`config.mk`:
```
export PLATFORM = sky130hd
export DESIGN_NAME = video_timing
export DESIGN_NICKNAME = d
export VERILOG_FILES = /design/src/rtl/video_timing.sv
export SDC_FILE = /design/constraint.sdc
export NUM_CORES = 1
export LEC_CHECK = 0
export BUFFER_PORTS_ARGS = -buffer_cell sky130_fd_sc_hd__buf_2
export CAP_MARGIN = 40
export CORE_AREA = 2 2 97 99
export CTS_CLUSTER_DIAMETER = 200
export DETAILED_ROUTE_END_ITERATION = 8
export DIE_AREA = 0 0 99 101
export HOLD_SLACK_MARGIN = 0.05
export PLACE_DENSITY_LB_ADDON = 0.1
export SETUP_SLACK_MARGIN = 0.4
export SLEW_MARGIN = 30
export SYNTH_ARGS = -nofsm -noshare
export SYNTH_HDL_FRONTEND = slang
export SYNTH_SLANG_ARGS = --single-unit
```
`constraint.sdc`:
```
create_clock -name hdmi_clk -period 2.2 [get_ports hdmi_clk]
set_clock_uncertainty 0.1 [all_clocks]
set_input_delay 0.55 -clock hdmi_clk [delete_from_list [all_inputs] [get_ports hdmi_clk]]
set_output_delay 0.55 -clock hdmi_clk [all_outputs]
set_load 0.1 [all_outputs]
```
`src/rtl/video_timing.sv`:
```
// Raster timing generator: free-running H/V counters, registered position decode
// (coordinates, display enable, line/frame strobes) and a delayed sync bundle for hdmi.
module video_timing #(
    parameter int unsigned H_ACTIVE   = 1280,
    parameter int unsigned H_FP       = 110,
    parameter int unsigned H_SYNC     = 40,
    parameter int unsigned H_BP       = 220,
    parameter int unsigned V_ACTIVE   = 720,
    parameter int unsigned V_FP       = 5,
    parameter int unsigned V_SYNC     = 5,
    parameter int unsigned V_BP       = 20,
    parameter bit          H_POL      = 1'b1,
    parameter bit          V_POL      = 1'b1,
    parameter int unsigned CW         = 12,
    parameter int unsigned PIPE_DELAY = 1
) (
    input  logic          hdmi_clk,
    input  logic          reset_n,
    output logic [2:0]    o_hve_sync,
    output logic          o_de_early,
    output logic [CW-1:0] o_x,
    output logic [CW-1:0] o_y,
    output logic          o_line_start,
    output logic          o_frame_start,
    output logic [15:0]   o_frame_count
);

    localparam int unsigned H_TOTAL      = H_ACTIVE + H_FP + H_SYNC + H_BP;
    localparam int unsigned V_TOTAL      = V_ACTIVE + V_FP + V_SYNC + V_BP;
    localparam int unsigned H_SYNC_START = H_ACTIVE + H_FP;
    localparam int unsigned H_SYNC_END   = H_SYNC_START + H_SYNC;
    localparam int unsigned V_SYNC_START = V_ACTIVE + V_FP;
    localparam int unsigned V_SYNC_END   = V_SYNC_START + V_SYNC;
    localparam logic [2:0]  HVE_IDLE     = {1'b0, ~V_POL, ~H_POL};

    logic [CW-1:0] r_h;
    logic [CW-1:0] r_v;
    logic [15:0]   r_frame_cnt;
    logic [2:0]    r_hve_pipe [PIPE_DELAY+1];

    logic          w_h_last;
    logic          w_v_last;
    logic          w_de;
    logic          w_hsync;
    logic          w_vsync;
    logic          w_hs_active;
    logic          w_vs_active;

    // End-of-line / end-of-frame detection
    assign w_h_last = (r_h == CW'(H_TOTAL - 1));
    assign w_v_last = (r_v == CW'(V_TOTAL - 1));

    // Combinational decode of the current counter position
    always_comb begin
        w_de        = (r_h < CW'(H_ACTIVE)) && (r_v < CW'(V_ACTIVE));
        w_hs_active = (r_h >= CW'(H_SYNC_START)) && (r_h < CW'(H_SYNC_END));
        w_vs_active = (r_v >= CW'(V_SYNC_START)) && (r_v < CW'(V_SYNC_END));
        w_hsync     = w_hs_active ? H_POL : ~H_POL;
        w_vsync     = w_vs_active ? V_POL : ~V_POL;
    end

    // Free-running raster counters plus completed-frame tally
    always_ff @(posedge hdmi_clk or negedge reset_n) begin
        if (!reset_n) begin
            r_h         <= '0;
            r_v         <= '0;
            r_frame_cnt <= '0;
        end else if (w_h_last) begin
            r_h <= '0;
            if (w_v_last) begin
                r_v         <= '0;
                r_frame_cnt <= r_frame_cnt + 16'd1;
            end else begin
                r_v <= r_v + CW'(1);
            end
        end else begin
            r_h <= r_h + CW'(1);
        end
    end

    // Undelayed registered outputs; frame count lags the counter wrap by one
    // cycle so it changes together with o_frame_start
    always_ff @(posedge hdmi_clk or negedge reset_n) begin
        if (!reset_n) begin
            o_x           <= '0;
            o_y           <= '0;
            o_de_early    <= 1'b0;
            o_line_start  <= 1'b0;
            o_frame_start <= 1'b0;
            o_frame_count <= '0;
        end else begin
            o_x           <= r_h;
            o_y           <= r_v;
            o_de_early    <= w_de;
            o_line_start  <= (r_h == '0);
            o_frame_start <= (r_h == '0) && (r_v == '0);
            o_frame_count <= r_frame_cnt;
        end
    end

    // Sync bundle shift line; stage 0 matches o_de_early timing
    always_ff @(posedge hdmi_clk or negedge reset_n) begin
        if (!reset_n) begin
            for (int unsigned i = 0; i <= PIPE_DELAY; i++) begin
                r_hve_pipe[i] <= HVE_IDLE;
            end
        end else begin
            r_hve_pipe[0] <= {w_de, w_vsync, w_hsync};
            for (int unsigned i = 1; i <= PIPE_DELAY; i++) begin
                r_hve_pipe[i] <= r_hve_pipe[i-1];
            end
        end
    end

    assign o_hve_sync = r_hve_pipe[PIPE_DELAY];

endmodule

```
==> results of run 1 <==
report_power, final:
group	internal (uW)	leakage, uW	switching, uW
clock network	641	0.000104	562
registers	1620	0.00119	0
logic	9.48	0.00112	32.1
routing by layer:
metal	track usage, %	vias up	share of wire (%)	wire length [microns]
met5	0	-	0	0
met4	7.69	0	1.6	123
met3	2.91	11	3.6	273
met2	24.5	65	49	3740
met1	23.7	1185	46	3550
li1	-	1153	-	-
critical path: cells and delay by family, from the launching register on:
kind	cells	cell delay, ns
flip-flops	1	0.46
AND/OR/NAND/NOR	3	0.63
buffers and inverters	1	0.17
multiplexers	1	0.31
what timing repair did:
item	4_1_cts	5_1_grt
cloned	2	0
gates resized for setup	28	26
setup buffers	13	10
pin swaps	9	13
hold buffers	1	0
hold endpoints to repair	25	0
setup endpoints to repair	32	36
metrics by stage:
step | worst slack (ns) | area (sq um) | hold WS, ns
global placement | 0.140 | 3960 | 0.232
detailed placement | 0.140 | 3960 | 0.240
floorplan | 0.402 | 3480 | 0.154
CTS | 0.395 | 4440 | 0.259
global route | 0.331 | 4640 | 0.273
finish | 0.418 | 4640 | 0.256
synthesized netlist by cell type (all sizes together) (2+ instances only):
library cell / count / area, sq um
a21oi: 5 / 25.0
a31oi: 3 / 18.8
and3: 8 / 50.1
and4: 7 / 61.3
and4b: 2 / 20.0
buf: 9 / 58.8
clkbuf: 3 / 11.3
dfrtp: 88 / 2200
ha: 8 / 100
inv: 15 / 56.3
nand2: 19 / 71.3
nand3: 13 / 75.1
nand4: 9 / 68.8
nor2: 11 / 41.3
nor3: 12 / 75.1
nor4: 9 / 90.1
nor4b: 2 / 23.8
o2111a: 2 / 22.5
o21ai: 9 / 45.0
o31ai: 2 / 15.0
or3: 3 / 18.8
xnor2: 5 / 43.8
xor2: 21 / 184
how the worst min path moves through the flow:
| stage | to | slack [ns] | cells after the start |
|---|---|---|---|
| final | o_hve_sync[0] | 0.26 | 0 |
| after global routing | o_hve_sync[0] | 0.27 | 0 |
| after CTS | o_hve_sync[0] | 0.26 | 0 |
| after detailed placement | o_hve_sync[0] | 0.24 | 0 |
| after global placement | o_hve_sync[0] | 0.23 | 0 |
| after floorplan | o_de_early | 0.15 | 0 |
logic make-up after synthesis:
family / after synthesis / share of synthesized area [%]
simple gates: 98 / 17.8
flops: 88 / 63.4
compound gates: 27 / 5.05
buf+inv: 27 / 3.64
xor+xnor: 26 / 6.56
fa+ha+maj: 8 / 2.88
mux: 2 / 0.613
layout make-up:
| cell class | count | area, sq um |
|---|---|---|
| timing repair buffer | 90 | 637 |
| inverter | 15 | 56.3 |
| fill | 797 | 4340 |
| clock buffer | 11 | 131 |
| tap | 111 | 139 |
| sequential | 88 | 2210 |
| clock inverter | 5 | 81.3 |
| multi-input combinational | 163 | 1390 |
registers in the layout, indices dropped and copies added, names as in the netlist, 2 cells and up:
signal         count
o_hve_sync         3
o_x               12
o_frame_count     16
r_v               12
r_frame_cnt       16
r_hve_pipe         2
o_y               12
r_h               12
==> flow_metrics.tcl, run 1 <==
set metrics [dict create \
    regToRegStartpoint "r_h[3]" \
    p_leak_uw 0.00241 \
    vias_per_cell 5.00 \
    cp_cell_sequence "nor4_4, buf_4, nand3_4, nor2_4, mux2_4" \
    setup_tns_ns 0 \
    end_kind "flop" \
    grt_overflow 0 \
    final_cell_mix "82 x dfrtp_1, 41 x buf_2, 36 x buf_4" \
    required_ns 2.33 \
    drive_above_1_share_pct 38.7 \
    yosysUniqueCellTypes 43 \
    post-route-min-period_ns 1.78 \
    hold_path.class "reg2reg" \
    drt-total-wl_mm 7.69 \
    ioPinCount 48 \
    syn_avg_cell_area_sq_um 12.6 \
    ys.flop_type "dfrtp_1" \
    final_util_pct 51.7 \
    fp-row-count 35 \
    cts-buffers-inserted 9 \
    start_kind "flop" \
    die_h_microns 101 \
    power_density_nw_per_um2 616 \
    hold_viol_final 0 \
    insertion_delay_ns 0.35 \
    endpoint "r_frame_cnt[1]" \
    final_cell_count_no_fill 483 \
    antenna_found_initial 0 \
    yosysSeqAreaShare_pct 63.4 \
    coreArea_sq_um 8980 \
    syn_nets 286 \
    cts_tree "yes" \
    nets 377 \
    dr.pass1.iters 4 \
    grt_pass1_wl_mm 12.7 \
    cts.sinks 88 \
    cp_slowest_cell "dfrtp_2" \
    grt_pass1_vias 2367 \
    max-cap-violations 0 \
    cpPeakStageDelay_ns 0.46 \
    grt_max_degree 34 \
    syn_area_sq_um 3470 \
    grt_usage_pct 16.5 \
    r2r_end "r_frame_cnt[1]" \
    die_area_sq_um 10000 \
    post_drt_wl_per_cell_microns 15.9 \
    cts_root_buf "clkbuf_8" \
    yosys_warnings 0 \
    reg2regPathDepth 5 \
    cp-startpoint "r_h[3]" \
    dieWidth_microns 99 \
    setup_violations 0 \
    vdd_ir_drop_max_v 0.000307 \
    critical_path.max_fanout 6 \
    gp_congestion 0.819 \
    drtIter0Drc 75 \
    path_class "reg2reg" \
    dp_hpwl_mm 4.76 \
    drcViolationCount 0 \
    htree_levels 3 \
    worst_slew_pin_slew_ns 0.497 \
    max-slew-margin-rel_pct 67.1 \
    synth-async-reset-ratio_pct 100 \
    antennaDiodeCount 0 \
    ys_ff_latch 88 \
    period_share_pct 81.0 \
    hp-start "r_hve_pipe[3]" \
    dp_cells 441 \
    syn_to_final_growth_pct 33.7 \
    start_util_pct 38.7 \
    slew_violations 0 \
    cp.arrival_ns 1.91 \
    fmax_mhz 561 \
    port_buffers 47 \
    cts_buffer_depth 2 \
    rsz0062_at_grt "yes" \
    clk_pin_slew_worst_paths_ns 0.08 \
    postRouteAntennaNets 0 \
    status "complete, no violations" \
    via_count 2414 \
    finalPower_uw 2860 \
    synthCells 276 \
    layout.cells.most_common "dfrtp_1" \
    rrSetupSlack_ns 0.42 \
    synth_edf_count 0 \
]
No activity file was read; power rests on OpenSTA's default activity.
==> run 2, diff against run 1 <==
Settings changed: ABC_AREA from default to 1, CORE_AREA 2 2 97 99 to 2 2 102 104, DIE_AREA 0 0 99 101 to 0 0 104 106.
Clock period 2.2 ns to 1.8 ns, I/O delays scaled along.
==> run 2 against run 1 <==
Synthesized cell count rose by 59%. Global-route usage rose by 0.66 points. Setup slack got worse by 0.21 ns. Final area rose by 22%. Critical endpoint is now r_frame_cnt[4].
==> flow_metrics.tcl, run 2 <==
set metrics [dict create \
    status "complete, no violations" \
    dieWidth_microns 104 \
    dp_hpwl_mm 5.92 \
    antenna_found_initial 0 \
    dp_worst_setup_slack_ns 0.0545 \
    vdd_ir_drop_max_v 0.000360 \
    max-slew-margin-rel_pct 71.8 \
    htree_levels 3 \
    power_density_nw_per_um2 582 \
    final_util_pct 56.7 \
    fmax_mhz 626 \
    start_util_pct 38.5 \
    synth_fa_ha_area_share_pct 2.60 \
    yosysUniqueCellTypes 24 \
    whs_ns 0.253 \
    regToRegStartpoint "r_v[1]" \
    synth_edf_count 0 \
    yosysTopAreaCell "dfrtp_1" \
    ys_ff_latch 88 \
    cts_root_buf "clkbuf_8" \
    setup_tns_ns 0 \
    rsz0062_at_grt "yes" \
    yosysTopAreaCellShare_pct 57.2 \
    drt-total-wl_mm 8.98 \
    layout.cells.most_common "nand2_1" \
    finalPower_uw 3300 \
    period_share_pct 88.7 \
    clk_pin_slew_worst_paths_ns 0.09 \
    final_cell_mix "105 x nand2_1, 50 x nor2_1, 49 x dfrtp_2" \
    hold_path.class "reg2reg" \
    antennaDiodeCount 0 \
    coreArea_sq_um 10000 \
    drcViolationCount 0 \
    finalWorstSetupSlack_ns 0.203 \
    end_kind "flop" \
    drtIter0Drc 102 \
    max-cap-violations 0 \
    postRouteAntennaNets 0 \
    synth-async-reset-ratio_pct 100 \
    post_drt_wl_per_cell_microns 13.2 \
    synth_area_leaders "dfrtp_1 57%, nand2_1 13%, nor2_1 6.1%" \
    dr.pass1.iters 4 \
    synth_top_family_by_area "simple AND/OR/NAND/NOR gates" \
    min_path_cells 0 \
    fp-row-count 37 \
    r2r_end "r_frame_cnt[4]" \
    hp-start "r_hve_pipe[4]" \
    p_leak_uw 0.00266 \
    syn_nets 449 \
    synthSimpleGateAreaFrac_pct 27.8 \
    die_h_microns 106 \
    hold_viol_final 0 \
    port_buffers 47 \
    rrSetupSlack_ns 0.20 \
    yosys.cell_count.top_type "nand2_1" \
    die_area_sq_um 11000 \
    syn_avg_cell_area_sq_um 8.77 \
    cts-buffers-inserted 9 \
    nets 548 \
    cts_tree "yes" \
    ys.flop_type "dfrtp_1" \
    grt_pass1_vias 3113 \
    synth_compound_area_share_pct 2.28 \
    path_class "reg2reg" \
    reg2regPathDepth 11 \
    cts.sinks 88 \
    synth_common_cells "132 x nand2_1, 88 x dfrtp_1, 63 x nor2_1, 48 x inv_1, 32 x nand3_1" \
    synth_mux_area_share_pct 0 \
    gp_congestion 0.866 \
    cp.arrival_ns 1.80 \
    grt_max_degree 31 \
    synthXorXnorAreaFrac_pct 3.64 \
    yosys_warnings 0 \
    insertion_delay_ns 0.36 \
    ioPinCount 48 \
    vias_per_cell 4.66 \
    cts_buffer_depth 2 \
    syn_area_sq_um 3850 \
    worst_slew_pin_slew_ns 0.423 \
    start_kind "flop" \
    setup_violations 0 \
    slew_violations 0 \
    post-route-min-period_ns 1.60 \
    drive_above_1_share_pct 42.5 \
    top_regs "o_frame_count: 16 flops, r_frame_cnt: 16 flops" \
    grt_pass1_wl_mm 14.9 \
    synthCells 439 \
    grt_overflow 0 \
    hold_end "o_hve_sync[1]" \
    critical_path.max_fanout 6 \
    required_ns 2.01 \
    via_count 3161 \
    syn_to_final_growth_pct 47.2 \
    grt_usage_pct 17.2 \
    yosysSeqAreaShare_pct 57.2 \
]
run 2: cell type report:
class / count / area (sq um)
flip-flops and latches: 88 / 2260
well taps: 136 / 170
repair buffers: 93 / 1110
fillers: 909 / 4330
clock buffers: 12 / 155
repair inverters: 1 / 16.3
inverters: 49 / 205
multi-input cells: 296 / 1710
clock inverters: 4 / 28.8
run 2: worst max-delay path, stage by stage, from the launching register on:
cell and delay (ns):
dfrtp_1 0.40, inv_2 0.08, ha_4 0.13, nand2_2 0.06, nor2_4 0.10, nand2_2 0.07, nor2_4 0.13, buf_6 0.16
nand2_8 0.10, clkinv_8 0.10, nand2_2 0.05, nand2_1 0.05
run 2: metal layers:
| metal | vias up | global-route usage [%] | wire (microns) |
|---|---|---|---|
| li1 | 1569 | - | - |
| met4 | 0 | 5.69 | 113 |
| met2 | 69 | 27.5 | 4430 |
| met1 | 1513 | 22.7 | 4100 |
| met3 | 10 | 4.78 | 333 |
| met5 | - | 0 | 0 |
run 2: power by group:
group,internal [uW],switching (uW)
Combinational,12.9,38.4
Sequential,1970,0
Clock,577,694
run 2: worst max path at each step:
| stage | start | end |
|---|---|---|
| 6_report | r_v[1] | r_frame_cnt[4] |
| 5_1_grt | r_h[1] | r_v[7] |
| 4_1_cts | r_h[1] | r_v[2] |
| 3_5_place_dp | r_v[1] | r_frame_cnt[15] |
| 3_3_place_gp | r_v[1] | r_frame_cnt[15] |
| 2_1_floorplan | r_v[1] | r_frame_cnt[4] |
run 2: stage by stage:
stage | cells | cell area, sq um
finish | 679 | 5670
global route | 679 | 5670
CTS | 670 | 5320
detailed placement | 634 | 4440
global placement | 634 | 4440
floorplan | 439 | 3930
run 2: logic make-up after synthesis:
| family | after synthesis |
|---|---|
| AOI/OAI and AO/OA | 17 |
| xor gates and xnor gates | 16 |
| adders and majority gates | 8 |
| and+or+nand+nor | 253 |
| buffers and inverters | 57 |
| DFF | 88 |
run 2: timing repair:
action	CTS	global route
pin swaps	20	19
hold endpoints to repair	27	0
hold buffers	1	0
buffers inserted	16	9
endpoints found under the setup margin	86	88
resized for setup	161	78
cloned	3	0
